## config.mk

```make
export PLATFORM = sky130hd
export DESIGN_NAME = axi4_lite_slave_if
export DESIGN_NICKNAME = d
export VERILOG_FILES = /design/src/rtl/axi4_lite_pkg.sv /design/src/rtl/axi4_lite_ack_timer.sv /design/src/rtl/axi4_lite_slave_if.sv
export SDC_FILE = /design/constraint.sdc
export NUM_CORES = 1
export LEC_CHECK = 0
export ABC_AREA = 1
export CORE_MARGIN = 2
export CORE_UTILIZATION = 44
export CTS_CLUSTER_DIAMETER = 40
export DETAILED_ROUTE_END_ITERATION = 8
export PLACE_DENSITY = 0.81
export SKIP_CTS_REPAIR_TIMING = 1
export SYNTH_ARGS = -nofsm -noshare
export SYNTH_HDL_FRONTEND = slang
export SYNTH_SLANG_ARGS = --single-unit
```

## constraint.sdc

```tcl
create_clock -name clk -period 7.72 [get_ports clk]
set_clock_uncertainty 0.15 [all_clocks]
set_input_delay 1.93 -clock clk [delete_from_list [all_inputs] [get_ports clk]]
set_output_delay 1.93 -clock clk [all_outputs]
set_load 0.1 [all_outputs]
```

## src/rtl/axi4_lite_pkg.sv

```systemverilog
// Shared constants for the AXI4-Lite slave front end: response codes and
// FSM state encodings.
package axi4_lite_pkg;

  localparam logic [1:0] RESP_OKAY   = 2'b00;
  localparam logic [1:0] RESP_SLVERR = 2'b10;

  localparam logic [1:0] W_IDLE = 2'd0;
  localparam logic [1:0] W_EXEC = 2'd1;
  localparam logic [1:0] W_RESP = 2'd2;

  localparam logic [1:0] R_IDLE = 2'd0;
  localparam logic [1:0] R_EXEC = 2'd1;
  localparam logic [1:0] R_RESP = 2'd2;

endpackage

```

## src/rtl/axi4_lite_ack_timer.sv

```systemverilog
// Ack wait counter: cleared outside EXEC, counts EXEC cycles, flags the last
// cycle in which an ack is still accepted.
module axi4_lite_ack_timer #(
  parameter int ACK_TIMEOUT = 15
) (
  input  logic clk,
  input  logic rst,
  input  logic clr,
  input  logic en,
  output logic expired
);

  localparam int CNT_W = $clog2(ACK_TIMEOUT + 1);

  logic [CNT_W-1:0] cnt;

  always_ff @(posedge clk or posedge rst) begin
    if (rst) begin
      cnt <= '0;
    end else if (clr) begin
      cnt <= '0;
    end else if (en) begin
      cnt <= cnt + 1'b1;
    end
  end

  // Count reaches ACK_TIMEOUT at the end of this cycle unless ack arrives.
  assign expired = en && (cnt == CNT_W'(ACK_TIMEOUT - 1));

endmodule

```

## src/rtl/axi4_lite_slave_if.sv

```systemverilog
// AXI4-Lite slave front end translating AXI transactions into the simple
// register-bank addr/en/data/strb/ack handshake.
//
// state  | meaning
// W_IDLE | collecting AW and W (either order)
// W_EXEC | wr_en held, waiting for wr_ack or timeout
// W_RESP | bvalid held until bready
// R_IDLE | arready high, waiting for AR
// R_EXEC | rd_en held, waiting for rd_ack or timeout
// R_RESP | rvalid held until rready
module axi4_lite_slave_if
  import axi4_lite_pkg::*;
#(
  parameter int ADDR_BITS   = 8,
  parameter int DATA_BITS   = 32,
  parameter int NUM_REGS    = 16,
  parameter int ACK_TIMEOUT = 15,
  localparam int STRB_BITS  = DATA_BITS / 8,
  localparam int REG_BITS   = $clog2(NUM_REGS)
) (
  input  logic                 clk,
  input  logic                 rst,
  input  logic [ADDR_BITS-1:0] s_axi_awaddr,
  input  logic                 s_axi_awvalid,
  output logic                 s_axi_awready,
  input  logic [DATA_BITS-1:0] s_axi_wdata,
  input  logic [STRB_BITS-1:0] s_axi_wstrb,
  input  logic                 s_axi_wvalid,
  output logic                 s_axi_wready,
  output logic [1:0]           s_axi_bresp,
  output logic                 s_axi_bvalid,
  input  logic                 s_axi_bready,
  input  logic [ADDR_BITS-1:0] s_axi_araddr,
  input  logic                 s_axi_arvalid,
  output logic                 s_axi_arready,
  output logic [DATA_BITS-1:0] s_axi_rdata,
  output logic [1:0]           s_axi_rresp,
  output logic                 s_axi_rvalid,
  input  logic                 s_axi_rready,
  output logic [REG_BITS-1:0]  wr_addr,
  output logic                 wr_en,
  output logic [DATA_BITS-1:0] wr_data,
  output logic [STRB_BITS-1:0] wr_strb,
  input  logic                 wr_ack,
  output logic [REG_BITS-1:0]  rd_addr,
  output logic                 rd_en,
  input  logic [DATA_BITS-1:0] rd_data,
  input  logic                 rd_ack
);

  localparam int LSB   = $clog2(STRB_BITS);
  localparam int IDX_W = ADDR_BITS - LSB;
  localparam logic [IDX_W:0] NUM_REGS_X = (IDX_W + 1)'(NUM_REGS);

  function automatic logic idx_ok(input logic [IDX_W-1:0] idx);
    return {1'b0, idx} < NUM_REGS_X;
  endfunction

  logic                 run;
  logic [1:0]           w_state, r_state;
  logic                 aw_held, w_held, aw_ok;
  logic [REG_BITS-1:0]  w_idx, r_idx;
  logic [DATA_BITS-1:0] w_data_q, rdata_q;
  logic [STRB_BITS-1:0] w_strb_q;
  logic [1:0]           bresp_q, rresp_q;
  logic                 w_expired, r_expired;

  logic [IDX_W-1:0] aw_idx, ar_idx;
  logic             aw_hs, w_hs, ar_hs, w_both, w_ok_next;
  logic             unused_addr_lsbs;

  assign aw_idx    = s_axi_awaddr[ADDR_BITS-1:LSB];
  assign ar_idx    = s_axi_araddr[ADDR_BITS-1:LSB];
  assign aw_hs     = s_axi_awvalid & s_axi_awready;
  assign w_hs      = s_axi_wvalid & s_axi_wready;
  assign ar_hs     = s_axi_arvalid & s_axi_arready;
  assign w_both    = (aw_held | aw_hs) & (w_held | w_hs);
  assign w_ok_next = aw_hs ? idx_ok(aw_idx) : aw_ok;
  assign unused_addr_lsbs = ^{s_axi_awaddr[LSB-1:0], s_axi_araddr[LSB-1:0]};

  // Keeps the ready outputs low while rst is asserted and for the first edge after.
  always_ff @(posedge clk or posedge rst) begin
    if (rst) run <= 1'b0;
    else     run <= 1'b1;
  end

  always_ff @(posedge clk or posedge rst) begin
    if (rst) begin
      w_state  <= W_IDLE;
      aw_held  <= 1'b0;
      w_held   <= 1'b0;
      aw_ok    <= 1'b0;
      w_idx    <= '0;
      w_data_q <= '0;
      w_strb_q <= '0;
      bresp_q  <= RESP_OKAY;
    end else begin
      case (w_state)
        W_IDLE: begin
          if (aw_hs) begin
            aw_held <= 1'b1;
            aw_ok   <= idx_ok(aw_idx);
            w_idx   <= aw_idx[REG_BITS-1:0];
          end
          if (w_hs) begin
            w_held   <= 1'b1;
            w_data_q <= s_axi_wdata;
            w_strb_q <= s_axi_wstrb;
          end
          if (w_both) begin
            if (w_ok_next) begin
              w_state <= W_EXEC;
            end else begin
              bresp_q <= RESP_SLVERR;
              w_state <= W_RESP;
            end
          end
        end
        W_EXEC: begin
          if (wr_ack) begin
            bresp_q <= RESP_OKAY;
            w_state <= W_RESP;
          end else if (w_expired) begin
            bresp_q <= RESP_SLVERR;
            w_state <= W_RESP;
          end
        end
        W_RESP: begin
          if (s_axi_bready) begin
            aw_held <= 1'b0;
            w_held  <= 1'b0;
            w_state <= W_IDLE;
          end
        end
        default: begin
          aw_held <= 1'b0;
          w_held  <= 1'b0;
          w_state <= W_IDLE;
        end
      endcase
    end
  end

  always_ff @(posedge clk or posedge rst) begin
    if (rst) begin
      r_state <= R_IDLE;
      r_idx   <= '0;
      rdata_q <= '0;
      rresp_q <= RESP_OKAY;
    end else begin
      case (r_state)
        R_IDLE: begin
          if (ar_hs) begin
            r_idx <= ar_idx[REG_BITS-1:0];
            if (idx_ok(ar_idx)) begin
              r_state <= R_EXEC;
            end else begin
              rdata_q <= '0;
              rresp_q <= RESP_SLVERR;
              r_state <= R_RESP;
            end
          end
        end
        R_EXEC: begin
          if (rd_ack) begin
            rdata_q <= rd_data;
            rresp_q <= RESP_OKAY;
            r_state <= R_RESP;
          end else if (r_expired) begin
            rdata_q <= '0;
            rresp_q <= RESP_SLVERR;
            r_state <= R_RESP;
          end
        end
        R_RESP: begin
          if (s_axi_rready) r_state <= R_IDLE;
        end
        default: r_state <= R_IDLE;
      endcase
    end
  end

  axi4_lite_ack_timer #(.ACK_TIMEOUT(ACK_TIMEOUT)) u_wr_timer (
    .clk     (clk),
    .rst     (rst),
    .clr     (w_state != W_EXEC),
    .en      (w_state == W_EXEC),
    .expired (w_expired)
  );

  axi4_lite_ack_timer #(.ACK_TIMEOUT(ACK_TIMEOUT)) u_rd_timer (
    .clk     (clk),
    .rst     (rst),
    .clr     (r_state != R_EXEC),
    .en      (r_state == R_EXEC),
    .expired (r_expired)
  );

  assign s_axi_awready = run && (w_state == W_IDLE) && !aw_held;
  assign s_axi_wready  = run && (w_state == W_IDLE) && !w_held;
  assign s_axi_bvalid  = (w_state == W_RESP);
  assign s_axi_bresp   = bresp_q;
  assign s_axi_arready = run && (r_state == R_IDLE);
  assign s_axi_rvalid  = (r_state == R_RESP);
  assign s_axi_rdata   = rdata_q;
  assign s_axi_rresp   = rresp_q;

  assign wr_en   = (w_state == W_EXEC);
  assign wr_addr = w_idx;
  assign wr_data = w_data_q;
  assign wr_strb = w_strb_q;
  assign rd_en   = (r_state == R_EXEC);
  assign rd_addr = r_idx;

endmodule

```

# --- After elaboration in Yosys (flattened, before gate mapping) ---
# Cells that the tools add are included.
totals:
  latch_bits: 0
  out_inout_bits: 87
  elab_cells: 102
  mem_bits_rw: 0
  mem_bits_ro: 0
  n_memories: 0
  in_bits: 93
  regBits: 96
classes:
  bitwise: 7
  n_div: 0
  addsub: 2
  shift: 0
  n_reduce_logical: 23
  order_cmp: 2
  n_mul: 0
  n_eq_ne: 18
  mux: 35
op_table:
  columns: ["operator", "n"]
  rows:
  - ["$mux 32", 4]
  - ["$pmux 32 s2", 1]
  - ["$mux 2", 16]
  - ["$mux 4", 4]
  - ["$lt 6x5->1 const B", 2]
  - ["$ne 2x2->1 const B", 6]
  - ["$pmux 2 s3", 2]
  - ["$reduce_and 3->1", 4]
  - ["$add 4x1->4 const B", 2]
  - ["$eq 4x4->1 const B", 2]
  - ["$ne 2x1->1 const B", 4]
  - ["$pmux 2 s2", 2]
  - ["$reduce_and 4->1", 2]
  - ["$reduce_bool 2->1", 4]
  - ["$logic_and 1x1->1", 6]
  - ["$ne 3x3->1 const B", 2]
  - ["$pmux 1 s3", 2]
  - ["$reduce_and 2->1", 3]
  - ["$and 1x1->1", 4]
  - ["$eq 2x1->1 const B", 2]
  - ["$eq 2x2->1 const B", 2]
  - ["$logic_not 2->1", 2]
  - ["$mux 1", 4]
  - ["$logic_not 1->1", 2]
  - ["2 further kinds", 3]

# --- Depth between registers and ports, before layout ---
depth:
  ltp_word: 8
  ltp_mapped: 11

# --- Cells and area by module ---
# Synthesis repeated with hierarchy kept, for this count alone.
unflattened:
  hier_cells: 389
  area_unflattened_um2: 3908.7
by_module_without_submodules:
  columns: ["mod", "area_per_inst_um2", "n_inst", "seq_area_each_um2", "cells_each"]
  rows:
  - ["axi4_lite_slave_if", 3450.8, 1, 2152.1, 335]
  - ["axi4_lite_ack_timer", 229.0, 2, 100.1, 27]

# --- Worst setup path before layout ---
# Ideal clock, no wire load.
synth_path:
  kind: "register to output"
  from: "reg w_state[0]"
  to: "out wr_en"
  path_slack_ps: 3894
  required_ps: 5640
  t_arrival_ps: 1746
  path_stages_with_launch: 3
  cell_sequence: "dfrtp_1 -> inv_1 -> nor2_1"
synth_between:
  elab_chain_len: 1
synth_rtl:
  columns: ["item", "line_no", "text"]
  rows:
  - ["start, declared", "axi4_lite_slave_if.sv:60", "logic [1:0] w_state, r_state;"]
  - ["start signal, assigned", "axi4_lite_slave_if.sv:89", "w_state <= W_IDLE;"]
  - ["start signal, assigned", "axi4_lite_slave_if.sv:112", "w_state <= W_EXEC;"]
  - ["start signal, assigned", "axi4_lite_slave_if.sv:115", "w_state <= W_RESP;"]
  - ["$eq 2x1->1", "axi4_lite_slave_if.sv:208", "assign wr_en = (w_state == W_EXEC);"]
  - ["end, declared", "axi4_lite_slave_if.sv:41", "output logic wr_en,"]
# No other way between the ends.

# --- Final worst setup path ---
layout_path:
  from: "reg w_state[0]"
  to: "out s_axi_wready"
layout_between:
  elab_chain_len: 3
layout_rtl:
  columns: ["item", "line_no", "text"]
  rows:
  - ["$logic_not 2->1", "axi4_lite_slave_if.sv:200", "assign s_axi_wready = run && (w_state == W_IDLE) && !w_held;"]
  - ["$logic_and 1x1->1 (2 in series)", "axi4_lite_slave_if.sv:200", null]
  - ["end, declared", "axi4_lite_slave_if.sv:29", "output logic s_axi_wready,"]
# No other way between the ends.

==> out/qor.txt <==
Final clock period utilization by the worst path -> 57.69%
Final Slew Violations -> 0
Fmax -> 224.5 MHz
Vertical die dimension -> 97.60 µm
Shortest period the worst path allows -> 4.454 ns
Clock root cell -> clkbuf_8
Tot GR Track Use -> 18.93%
Number of antenna violations at the first check in global routing -> 0
Placed wire-length estimate after detailed placement -> 6.699 mm
Post-placement setup slack -> 3.503 ns
Worst Reg2Reg Path Length in Cells -> 7
Proportion of register bits with asynchronous set or reset after synthesis -> 100.0%
Maximum clock path buffer count -> 2
Ant diodes -> 0
Status -> finished, final reports clean
Post-Place Cell Area -> 0.005634 mm²
Crit path arrival time -> 2.37 ns
Worst flop-to-flop path startpoint -> w_state[0]
Relative slew margins -> 31.71%
Cell type contributing the most total cell area after synthesis -> dfrtp_1
Global placement routability congestion -> 0.8365
Count of buffers inserted at the top-level ports -> 173
TritonCTS Sinks -> 94
Cell types with the highest counts after synthesis -> nand2_1 (235), dfrtp_1 (94), inv_1 (24)
Total core area -> 0.008593 mm²
Count of mapped cells out of synthesis -> 431
Starting utilization of the core area -> 44.86%
Initial DRC count -> 101
Wire length of the first global-routing pass -> 14.67 mm
Residual DRC count -> 0
Accumulated negative setup slack -> 0 ns
Most frequently used cell type in the post-synthesis netlist -> nand2_1
Clock tree from TritonCTS -> yes
Crit Reg-Reg Endpoint -> w_held
Average wire length per cell after detail routing -> 12.73 µm
Crit path max fanout -> 5
Number of detailed-routing iterations run before antenna repair -> 4
Number of fillers in the final layout -> 699
Max cap viols -> 0
Hold path startpoint -> s_axi_rdata[1]
Final setup violation count -> 0
Worst reg-to-reg setup slack -> 5.25 ns
Num rows -> 34
Fraction of layout instances using a drive strength above 1 -> 6.240%
Overflow left after global routing -> 0
Post-layout net count -> 701
Hold violation count in the final report -> 0
Area of the mapped netlist -> 0.003855 mm²
Critical setup path kind -> reg2out
I/O Pins -> 180
Worst hold path depth -> 2
Die Outline Area -> 0.009526 mm²
P&R area growth vs syn -> 50.96%
Final setup margin -> 3.266 ns
Capturing element type of the critical path -> output pin
Number of synthesized register bits -> 94
Worst hold slack -> 0.3283 ns
Register area share after synthesis -> 61.02%
Number of unique standard cell types used by synthesis -> 29
Least-Margin Pin Slew -> 1.021 ns
Setup repair after global routing missed its margin -> no
H-tree level count -> 3
Clock slew seen by the registers of the worst setup and hold paths -> 0.10 ns
Cts bufs inserted -> 9
Warning count from the yosys run -> 0
Via count of the routed design -> 3330
Main synth FF type -> dfrtp_1
ANT nets after route -> 0
Sink of the worst hold path -> s_axi_rdata[1]
Required arrival time at the worst endpoint -> 5.64 ns
Number of enable flip-flop cells after synthesis -> 0
Skew-Pair Late Insertion Delay -> 0.34 ns
Final wirelength -> 9.126 mm
Width of the chip -> 97.60 µm
Largest net degree at the start of global routing -> 53
Top cells by area in the synthesized netlist -> dfrtp_1 (61%), nand2_1 (23%), inv_1 (2.3%), buf_6 (1.8%), nor2_1 (1.6%)
Synthesized area per cell -> 8.944 µm²
CP Launch Type -> flop
Ratio of routed vias to standard cells -> 4.644
Share of the synthesized area in the top cell type -> 61.02%
Post-route cell area -> 0.005819 mm²
Path class of the lowest-slack min-delay path -> reg2reg
Vias in the first global route -> 3223
-- layout make-up --
type                            count  area [µm²]  share of cell area (%)
Clock buffer                       10       137.6                   2.365
Clock inverter                      6       47.55                  0.8170
Inverter                           27       105.1                   1.806
Multi-Input combinational cell    297        1295                   22.25
Sequential cell                    94        2352                   40.42
Tap cell                          108       135.1                   2.322
Timing Repair Buffer              175        1747                   30.02
-- how the worst max path moves through the flow --
| stage | from | endpoint | slack, ns | depth (start not counted) |
|---|---|---|---|---|
| finish | w_state[0] | s_axi_wready | 3.27 | 4 |
| global route | w_state[0] | s_axi_wready | 3.17 | 4 |
| CTS | w_state[0] | s_axi_wready | 3.24 | 4 |
| detailed placement | s_axi_wvalid | w_held | 3.50 | 5 |
| global placement | s_axi_wvalid | w_held | 3.48 | 5 |
| floorplan | rst | aw_held | 3.19 | 1 |
-- kinds of logic after synthesis --
logic type / share of synthesized area [%]
compound gates: 2.045
xor+xnor: 0.4545
fa+ha+maj: 1.298
buf+inv: 5.485
flops: 61.02
mux: 1.168
other cells: 0.1948
simple gates: 28.34
-- layer usage --
layer  global-route usage (%)  wire length, µm
met5                        0                0
met4                    6.838              173
met1                    23.14             3809
met3                    6.547              739
met2                    31.19             4404
-- through the flow --
| step | std cells | utilization [%] |
|---|---|---|
| after floorplan | 432 | - |
| after global placement | 701 | 65.56 |
| after detailed placement | 701 | 65.56 |
| after CTS | 717 | 67.72 |
| after global routing | 717 | 67.72 |
| final | 717 | 67.72 |
-- cell usage in the layout (no fill, tap or decap), types with 2 or more instances in the layout --
| cell type | instances |
|---|---|
| nand2_1 | 235 |
| clkdlybuf4s50_1 | 173 |
| dfrtp_1 | 94 |
| inv_1 | 23 |
| nor2_1 | 16 |
| clkbuf_8 | 10 |
| nand3_1 | 8 |
| o21ai_0 | 5 |
| mux2_2 | 4 |
| ha_1 | 4 |
| clkinv_4 | 4 |
| nand2_2 | 3 |
| nor2_4 | 3 |
| nand4_1 | 3 |
| conb_1 | 3 |
| inv_2 | 2 |
| clkinv_2 | 2 |
| xnor2_1 | 2 |
| a31o_2 | 2 |
| buf_4 | 2 |
-- worst max-delay path: stages, from the launching register on --
cell and delay (ns):
dfrtp_1 0.43, nor2_4 0.16, inv_1 0.12, nor3_4 0.15
clkdlybuf4s50_1 1.17
-- sequential cells by signal (all words and copies together), names as in the netlist --
signal	cells
r_state	2
aw_ok	1
u_rd_timer.cnt	4
aw_held	1
s_axi_rdata	32
wr_data	32
w_held	1
run	1
rd_addr	4
w_state	2
wr_strb	4
s_axi_bresp	1
s_axi_rresp	1
wr_addr	4
u_wr_timer.cnt	4
Power is left out: the tool's default activity adds up to more than one toggle a clock period on the data nets, which glitch-free logic cannot reach.
